$ cat config.mk
export PLATFORM = sky130hd
export DESIGN_NAME = ram_write_arb_flat
export DESIGN_NICKNAME = d
export VERILOG_FILES = /design/src/rtl/ram_write_arb_if.sv /design/src/rtl/ram_write_arb.sv /design/src/flat_wrapper.sv
export SDC_FILE = /design/constraint.sdc
export NUM_CORES = 1
export LEC_CHECK = 0
export CAP_MARGIN = 25
export CELL_PAD_IN_SITES_DETAIL_PLACEMENT = 0
export CELL_PAD_IN_SITES_GLOBAL_PLACEMENT = 1
export CORE_MARGIN = 2
export CORE_UTILIZATION = 30
export CTS_CLUSTER_SIZE = 30
export DETAILED_ROUTE_END_ITERATION = 10
export PLACE_DENSITY_LB_ADDON = 0.2
export SKIP_CTS_REPAIR_TIMING = 1
export SYNTH_ARGS = -nofsm -noshare
export SYNTH_HDL_FRONTEND = slang
export SYNTH_SLANG_ARGS = --single-unit
$ cat constraint.sdc
create_clock -name clk -period 4.1 [get_ports clk]
set_clock_uncertainty 0.15 [all_clocks]
set_input_delay 0.615 -clock clk [delete_from_list [all_inputs] [get_ports clk]]
set_output_delay 0.615 -clock clk [all_outputs]
set_load 0.01 [all_outputs]
$ cat src/rtl/ram_write_arb_if.sv
// Write-command payload type and the valid/ready/payload channel used on
// every port of ram_write_arb (four direction candidates and the RAM side).
package ram_write_arb_pkg;
  typedef struct packed {
    logic [7:0]  addr;
    logic [31:0] data;
  } write_ram_pld_t;
endpackage

interface ram_write_arb_if;
  logic                             vld;
  logic                             rdy;
  ram_write_arb_pkg::write_ram_pld_t pld;

  modport master (output vld, output pld, input rdy);
  modport slave  (input vld, input pld, output rdy);
endinterface

$ cat src/rtl/ram_write_arb.sv
// Per-bank write arbiter: round-robin over west/east/south/north, small command FIFO.
// Optional macro WR_ARB_SOUTH_PRIO_EN gives south absolute priority over the rotation.
module ram_write_arb
  import ram_write_arb_pkg::*;
#(
  parameter int FIFO_DEPTH = 2
) (
  input  logic                        clk,
  input  logic                        rst,
  ram_write_arb_if.slave              west_wr,
  ram_write_arb_if.slave              east_wr,
  ram_write_arb_if.slave              south_wr,
  ram_write_arb_if.slave              north_wr,
  ram_write_arb_if.master             ram_wr,
  output logic [$clog2(FIFO_DEPTH):0] fifo_cnt
);

  localparam int PTR_W = $clog2(FIFO_DEPTH);
  localparam int CNT_W = PTR_W + 1;

  logic [3:0]     req_vld;
  logic [3:0]     req_rdy;
  logic [3:0]     rr_vld;
  write_ram_pld_t req_pld [4];

  logic [1:0] ptr_reg;
  logic [1:0] rr_grant;
  logic [1:0] grant;
  logic [1:0] ptr_next;
  logic       any_vld;
  logic       fifo_full;
  logic       push;
  logic       pop;

  logic [PTR_W-1:0] wr_ptr_reg;
  logic [PTR_W-1:0] rd_ptr_reg;
  logic [CNT_W-1:0] cnt_reg;
  write_ram_pld_t   mem_reg [FIFO_DEPTH];

  assign req_vld = {north_wr.vld, south_wr.vld, east_wr.vld, west_wr.vld};
  assign req_pld[0] = west_wr.pld;
  assign req_pld[1] = east_wr.pld;
  assign req_pld[2] = south_wr.pld;
  assign req_pld[3] = north_wr.pld;

  assign west_wr.rdy  = req_rdy[0];
  assign east_wr.rdy  = req_rdy[1];
  assign south_wr.rdy = req_rdy[2];
  assign north_wr.rdy = req_rdy[3];

`ifdef WR_ARB_SOUTH_PRIO_EN
  // South is handled outside the rotation, so the pointer never lands on it.
  assign rr_vld = req_vld & 4'b1011;
`else
  assign rr_vld = req_vld;
`endif

  always_comb begin : rr_search
    logic [1:0] idx;
    logic       found;
    rr_grant = ptr_reg;
    found    = 1'b0;
    idx      = ptr_reg;
    for (int k = 0; k < 4; k++) begin
      idx = ptr_reg + 2'(k);
      if (!found && rr_vld[idx]) begin
        rr_grant = idx;
        found    = 1'b1;
      end
    end
  end

`ifdef WR_ARB_SOUTH_PRIO_EN
  assign grant = req_vld[2] ? 2'd2 : rr_grant;
`else
  assign grant = rr_grant;
`endif

  always_comb begin
    ptr_next = grant + 2'd1;
`ifdef WR_ARB_SOUTH_PRIO_EN
    if (ptr_next == 2'd2) begin
      ptr_next = 2'd3;
    end
`endif
  end

  assign any_vld   = |req_vld;
  assign fifo_full = (cnt_reg >= CNT_W'(FIFO_DEPTH));
  // No full pass-through: a pop in the same cycle does not free a slot for a push.
  assign push      = any_vld && !fifo_full && !rst;
  assign pop       = (cnt_reg != '0) && ram_wr.rdy;

  genvar gi;
  generate
    for (gi = 0; gi < 4; gi++) begin : g_rdy
      assign req_rdy[gi] = push && (grant == 2'(gi));
    end
  endgenerate

  always_ff @(posedge clk) begin
    if (rst) begin
      ptr_reg <= 2'd0;
    end else if (push) begin
`ifdef WR_ARB_SOUTH_PRIO_EN
      if (grant != 2'd2) begin
        ptr_reg <= ptr_next;
      end
`else
      ptr_reg <= ptr_next;
`endif
    end
  end

  generate
    for (gi = 0; gi < FIFO_DEPTH; gi++) begin : g_mem
      always_ff @(posedge clk) begin
        if (rst) begin
          mem_reg[gi] <= '0;
        end else if (push && (wr_ptr_reg == PTR_W'(gi))) begin
          mem_reg[gi] <= req_pld[grant];
        end
      end
    end
  endgenerate

  always_ff @(posedge clk) begin
    if (rst) begin
      wr_ptr_reg <= '0;
      rd_ptr_reg <= '0;
      cnt_reg    <= '0;
    end else begin
      if (push) begin
        wr_ptr_reg <= wr_ptr_reg + PTR_W'(1);
      end
      if (pop) begin
        rd_ptr_reg <= rd_ptr_reg + PTR_W'(1);
      end
      case ({push, pop})
        2'b10:   cnt_reg <= cnt_reg + CNT_W'(1);
        2'b01:   cnt_reg <= cnt_reg - CNT_W'(1);
        default: cnt_reg <= cnt_reg;
      endcase
    end
  end

  assign ram_wr.vld = (cnt_reg != '0);
  assign ram_wr.pld = mem_reg[rd_ptr_reg];
  assign fifo_cnt   = cnt_reg;

endmodule

$ cat src/flat_wrapper.sv
// flat-port wrapper written by rule: the top's interface ports become plain ports
module ram_write_arb_flat import ram_write_arb_pkg::*;
#(
  parameter int FIFO_DEPTH = 2
)
  (clk, rst, fifo_cnt, west_wr_vld, west_wr_pld, west_wr_rdy, east_wr_vld, east_wr_pld, east_wr_rdy, south_wr_vld, south_wr_pld, south_wr_rdy, north_wr_vld, north_wr_pld, north_wr_rdy, ram_wr_vld, ram_wr_pld, ram_wr_rdy);
  ram_write_arb_if west_wr_i ();
  ram_write_arb_if east_wr_i ();
  ram_write_arb_if south_wr_i ();
  ram_write_arb_if north_wr_i ();
  ram_write_arb_if ram_wr_i ();
  input  logic clk;
  input  logic rst;
  output logic [$clog2(FIFO_DEPTH):0] fifo_cnt;
  input wire logic [$bits(west_wr_i.vld)-1:0] west_wr_vld;
  input wire logic [$bits(west_wr_i.pld)-1:0] west_wr_pld;
  output wire logic [$bits(west_wr_i.rdy)-1:0] west_wr_rdy;
  input wire logic [$bits(east_wr_i.vld)-1:0] east_wr_vld;
  input wire logic [$bits(east_wr_i.pld)-1:0] east_wr_pld;
  output wire logic [$bits(east_wr_i.rdy)-1:0] east_wr_rdy;
  input wire logic [$bits(south_wr_i.vld)-1:0] south_wr_vld;
  input wire logic [$bits(south_wr_i.pld)-1:0] south_wr_pld;
  output wire logic [$bits(south_wr_i.rdy)-1:0] south_wr_rdy;
  input wire logic [$bits(north_wr_i.vld)-1:0] north_wr_vld;
  input wire logic [$bits(north_wr_i.pld)-1:0] north_wr_pld;
  output wire logic [$bits(north_wr_i.rdy)-1:0] north_wr_rdy;
  output wire logic [$bits(ram_wr_i.vld)-1:0] ram_wr_vld;
  output wire logic [$bits(ram_wr_i.pld)-1:0] ram_wr_pld;
  input wire logic [$bits(ram_wr_i.rdy)-1:0] ram_wr_rdy;
  assign west_wr_i.vld = west_wr_vld;
  assign west_wr_i.pld = west_wr_pld;
  assign west_wr_rdy = west_wr_i.rdy;
  assign east_wr_i.vld = east_wr_vld;
  assign east_wr_i.pld = east_wr_pld;
  assign east_wr_rdy = east_wr_i.rdy;
  assign south_wr_i.vld = south_wr_vld;
  assign south_wr_i.pld = south_wr_pld;
  assign south_wr_rdy = south_wr_i.rdy;
  assign north_wr_i.vld = north_wr_vld;
  assign north_wr_i.pld = north_wr_pld;
  assign north_wr_rdy = north_wr_i.rdy;
  assign ram_wr_vld = ram_wr_i.vld;
  assign ram_wr_pld = ram_wr_i.pld;
  assign ram_wr_i.rdy = ram_wr_rdy;
  ram_write_arb #(.FIFO_DEPTH(FIFO_DEPTH)) u_core (.clk(clk), .rst(rst), .west_wr(west_wr_i), .east_wr(east_wr_i), .south_wr(south_wr_i), .north_wr(north_wr_i), .ram_wr(ram_wr_i), .fifo_cnt(fifo_cnt));
endmodule
==> qor.yml <==
timing:
  hold_viol_final: 0
  slew_viol_final: 0
  clock.fmax_mhz: 291
  finalCritPeriodShare: 0.840
  fin_tns_setup_ps: 0
  setup_viol: 0
  final.min_clock_period_ps: 3440
  tightest_slew_ps: 757
  timing.hold.ws_ps: 378
  maxSlewHeadroom: 0.495
  rsz0062_at_grt: "no"
synth:
  synth-xor-area-share: 0.00910
  synth_edf_count: 80
  syn_nets: 536
  yosysSeqAreaShare: 0.528
  async_reset_ff_frac: 0
  syn_area_per_cell_um2: 13.1
  synthCells: 368
  synth_warnings: 0
  synth_top_family_by_area: "multiplexers"
  ys_seq_elements: 87
  synth_compound_area_frac: 0.119
  synth_mux_area_frac: 0.260
  synthSimpleGateAreaFrac: 0.0369
  synthAdderAreaFrac: 0.00260
  synth_cell_types: 35
  synth_area_um2: 4810
  synth_ff_type: "edfxtp_1"
floorplanning:
  pin_count: 214
  coreArea_um2: 15800
  dieArea_um2: 17100
  die_w_um: 131
  start_util: 0.305
  die_h_um: 131
  rows: 46
placed_design:
  gp_congestion: 0.768
  port_buffers: 213
  post-dp-hpwl_um: 10400
route:
  drc: 0
  drtIter0Drc: 146
  wl_per_cell_um: 18.2
  antenna_left: 0
  viasPerCell: 4.99
  dr.pass1.iters: 4
  num_vias: 3967
  routed_wl_um: 14500
layout:
  fin_nets: 742
  n_antenna_cell: 0
  largest_register_ffs: 80
  layout-drive-gt1-share: 0.131
  areaGrowthSynthToFinish_pct: 55.2
clock_network:
  clk_latency_ps: 340
  cts_tree: "built"
  cts_buffers: 9
  clk_pin_slew_ps: 60
  clockBufferDepth: 2
  htreeDepth: 3
  numClockSinks: 87
  cts-root-buf: "clkbuf_16"
setup_path:
  end_kind: "output port"
  critPathMaxStageDelay_ps: 550
  crit_required_ps: 3340
  crit_path_start_kind: "input port"
  critPathMaxFanout: 8
  crit_chain: "clkdlybuf4s50_1 -> nor2b_1 -> nor3b_1 -> a2bb2oi_2 -> nand2_1 -> nor2_1 -> clkdlybuf4s50_1"
  critPathKind: "input port to output port"
  reg2reg_setup_slack_ps: 1420
  worst_path_max_delay_cell: "clkdlybuf4s50_1"
  worstPathArrival_ps: 2680
  path_common_cell: "clkdlybuf4s50_1"
pwr:
  power_frac_clock: 0.201
  peakVddDrop_mv: 0.335
  power_density_nw_per_um2: 537
  swShare: 0.316
  internal_power_mw: 2.75
  switchingPower_mw: 1.27
  seqPwrFrac: 0.339
  p_comb_frac: 0.460
  p_leak_nw: 2.73
global_route:
  track_usage: 0.167
  grt_pass1_vias: 4097
  grt-ovfl-total: 0
  antenna_found_initial: 0
  grt_max_degree: 45
  grt_pass1_wl_um: 21300
outcome:
  status: "complete, no violations"
hold_path:
  hold_class: "register to register"
flow_run:
  maxCapViolations: 0
worst max-delay path, delay by kind of cell:
| kind | cells | cell delay [ps] |
|---|---|---|
| simple gates | 4 | 670 |
| compound gates | 1 | 380 |
| buf+inv | 2 | 1010 |
worst paths after layout:
check	from	endpoint	cells after the start
max	south_wr_vld	east_wr_rdy	7
min	u_core.rd_ptr_reg$_SDFFE_PP0P_	register	2
max reg2reg	u_core.ptr_reg[1]$_SDFFE_PP0P_	u_core.mem_reg[0][21]$_SDFFCE_PN0P_	6
min reg2reg	u_core.rd_ptr_reg$_SDFFE_PP0P_	register	2
cell type report:
cell class / count / area [um2]
clock buffers: 9 / 225
clock inverters: 7 / 63.8
fillers: 1502 / 8300
inverters: 2 / 7.51
multi-input cells: 249 / 2070
flip-flops and latches: 87 / 2540
well taps: 216 / 270
repair buffers: 225 / 2280
cell usage in the layout, fill, tap and decap left out, drive strengths merged, types with 2 or more instances in the layout:
| cell type | instances |
|---|---|
| a211oi | 3 |
| a21oi | 2 |
| buf | 12 |
| clkbuf | 9 |
| clkdlybuf4s50 | 213 |
| clkinv | 5 |
| dfxtp | 7 |
| edfxtp | 80 |
| inv | 2 |
| mux2 | 40 |
| mux2i | 80 |
| nand2 | 4 |
| nand2b | 2 |
| nor2 | 12 |
| nor2b | 5 |
| nor3 | 2 |
| o21ai | 2 |
| o22ai | 80 |
| or2 | 2 |
| xnor2 | 4 |
cell usage after synthesis, types with 3 or more instances:
library cell,number,share of area
edfxtp_1,80,0.50
mux2i_1,80,0.17
o22ai_1,80,0.10
mux2_2,40,0.094
clkbuf_1,14,0.011
nor2_1,12,0.0094
buf_1,7,0.0055
dfxtp_1,7,0.029
nor2b_1,5,0.0065
buf_8,4,0.012
xnor2_1,4,0.0073
nand2_1,3,0.0023
stage by stage:
step	cells	util	total power, mW	cell area (um2)	worst slack (ps)
after global placement	779	0.455	3.22	7180	625
after detailed placement	779	0.455	3.25	7180	582
after floorplan	368	-	2.42	4810	1380
after CTS	795	0.474	4.06	7470	654
final	795	0.474	4.01	7470	658
after global routing	795	0.474	4.22	7470	509
power groups by stage:
stage	clock network [mW]	registers [mW]	logic, mW
after global routing	0.856	1.39	1.97
after floorplan	0	1.34	1.08
after global placement	0	1.37	1.85
final	0.807	1.36	1.85
after CTS	0.825	1.36	1.87
after detailed placement	0	1.38	1.87
cell families after synthesis:
group | count (synthesis)
AO/OA/AOI/OAI | 89
multiplexers | 120
AND/OR/NAND/NOR | 34
buffers and inverters | 32
XOR/XNOR | 5
adder cells (fa/ha/maj) | 1
flip-flops | 87
per-layer routing:
| layer | global-route usage | vias up | routed length [um] |
|---|---|---|---|
| met2 | 0.307 | 116 | 7740 |
| li1 | - | 1894 | - |
| met3 | 0.0334 | 27 | 627 |
| met1 | 0.184 | 1930 | 5680 |
| met5 | 0 | - | 0 |
| met4 | 0.0820 | 0 | 422 |
Power figures use the tool's default switching activity.
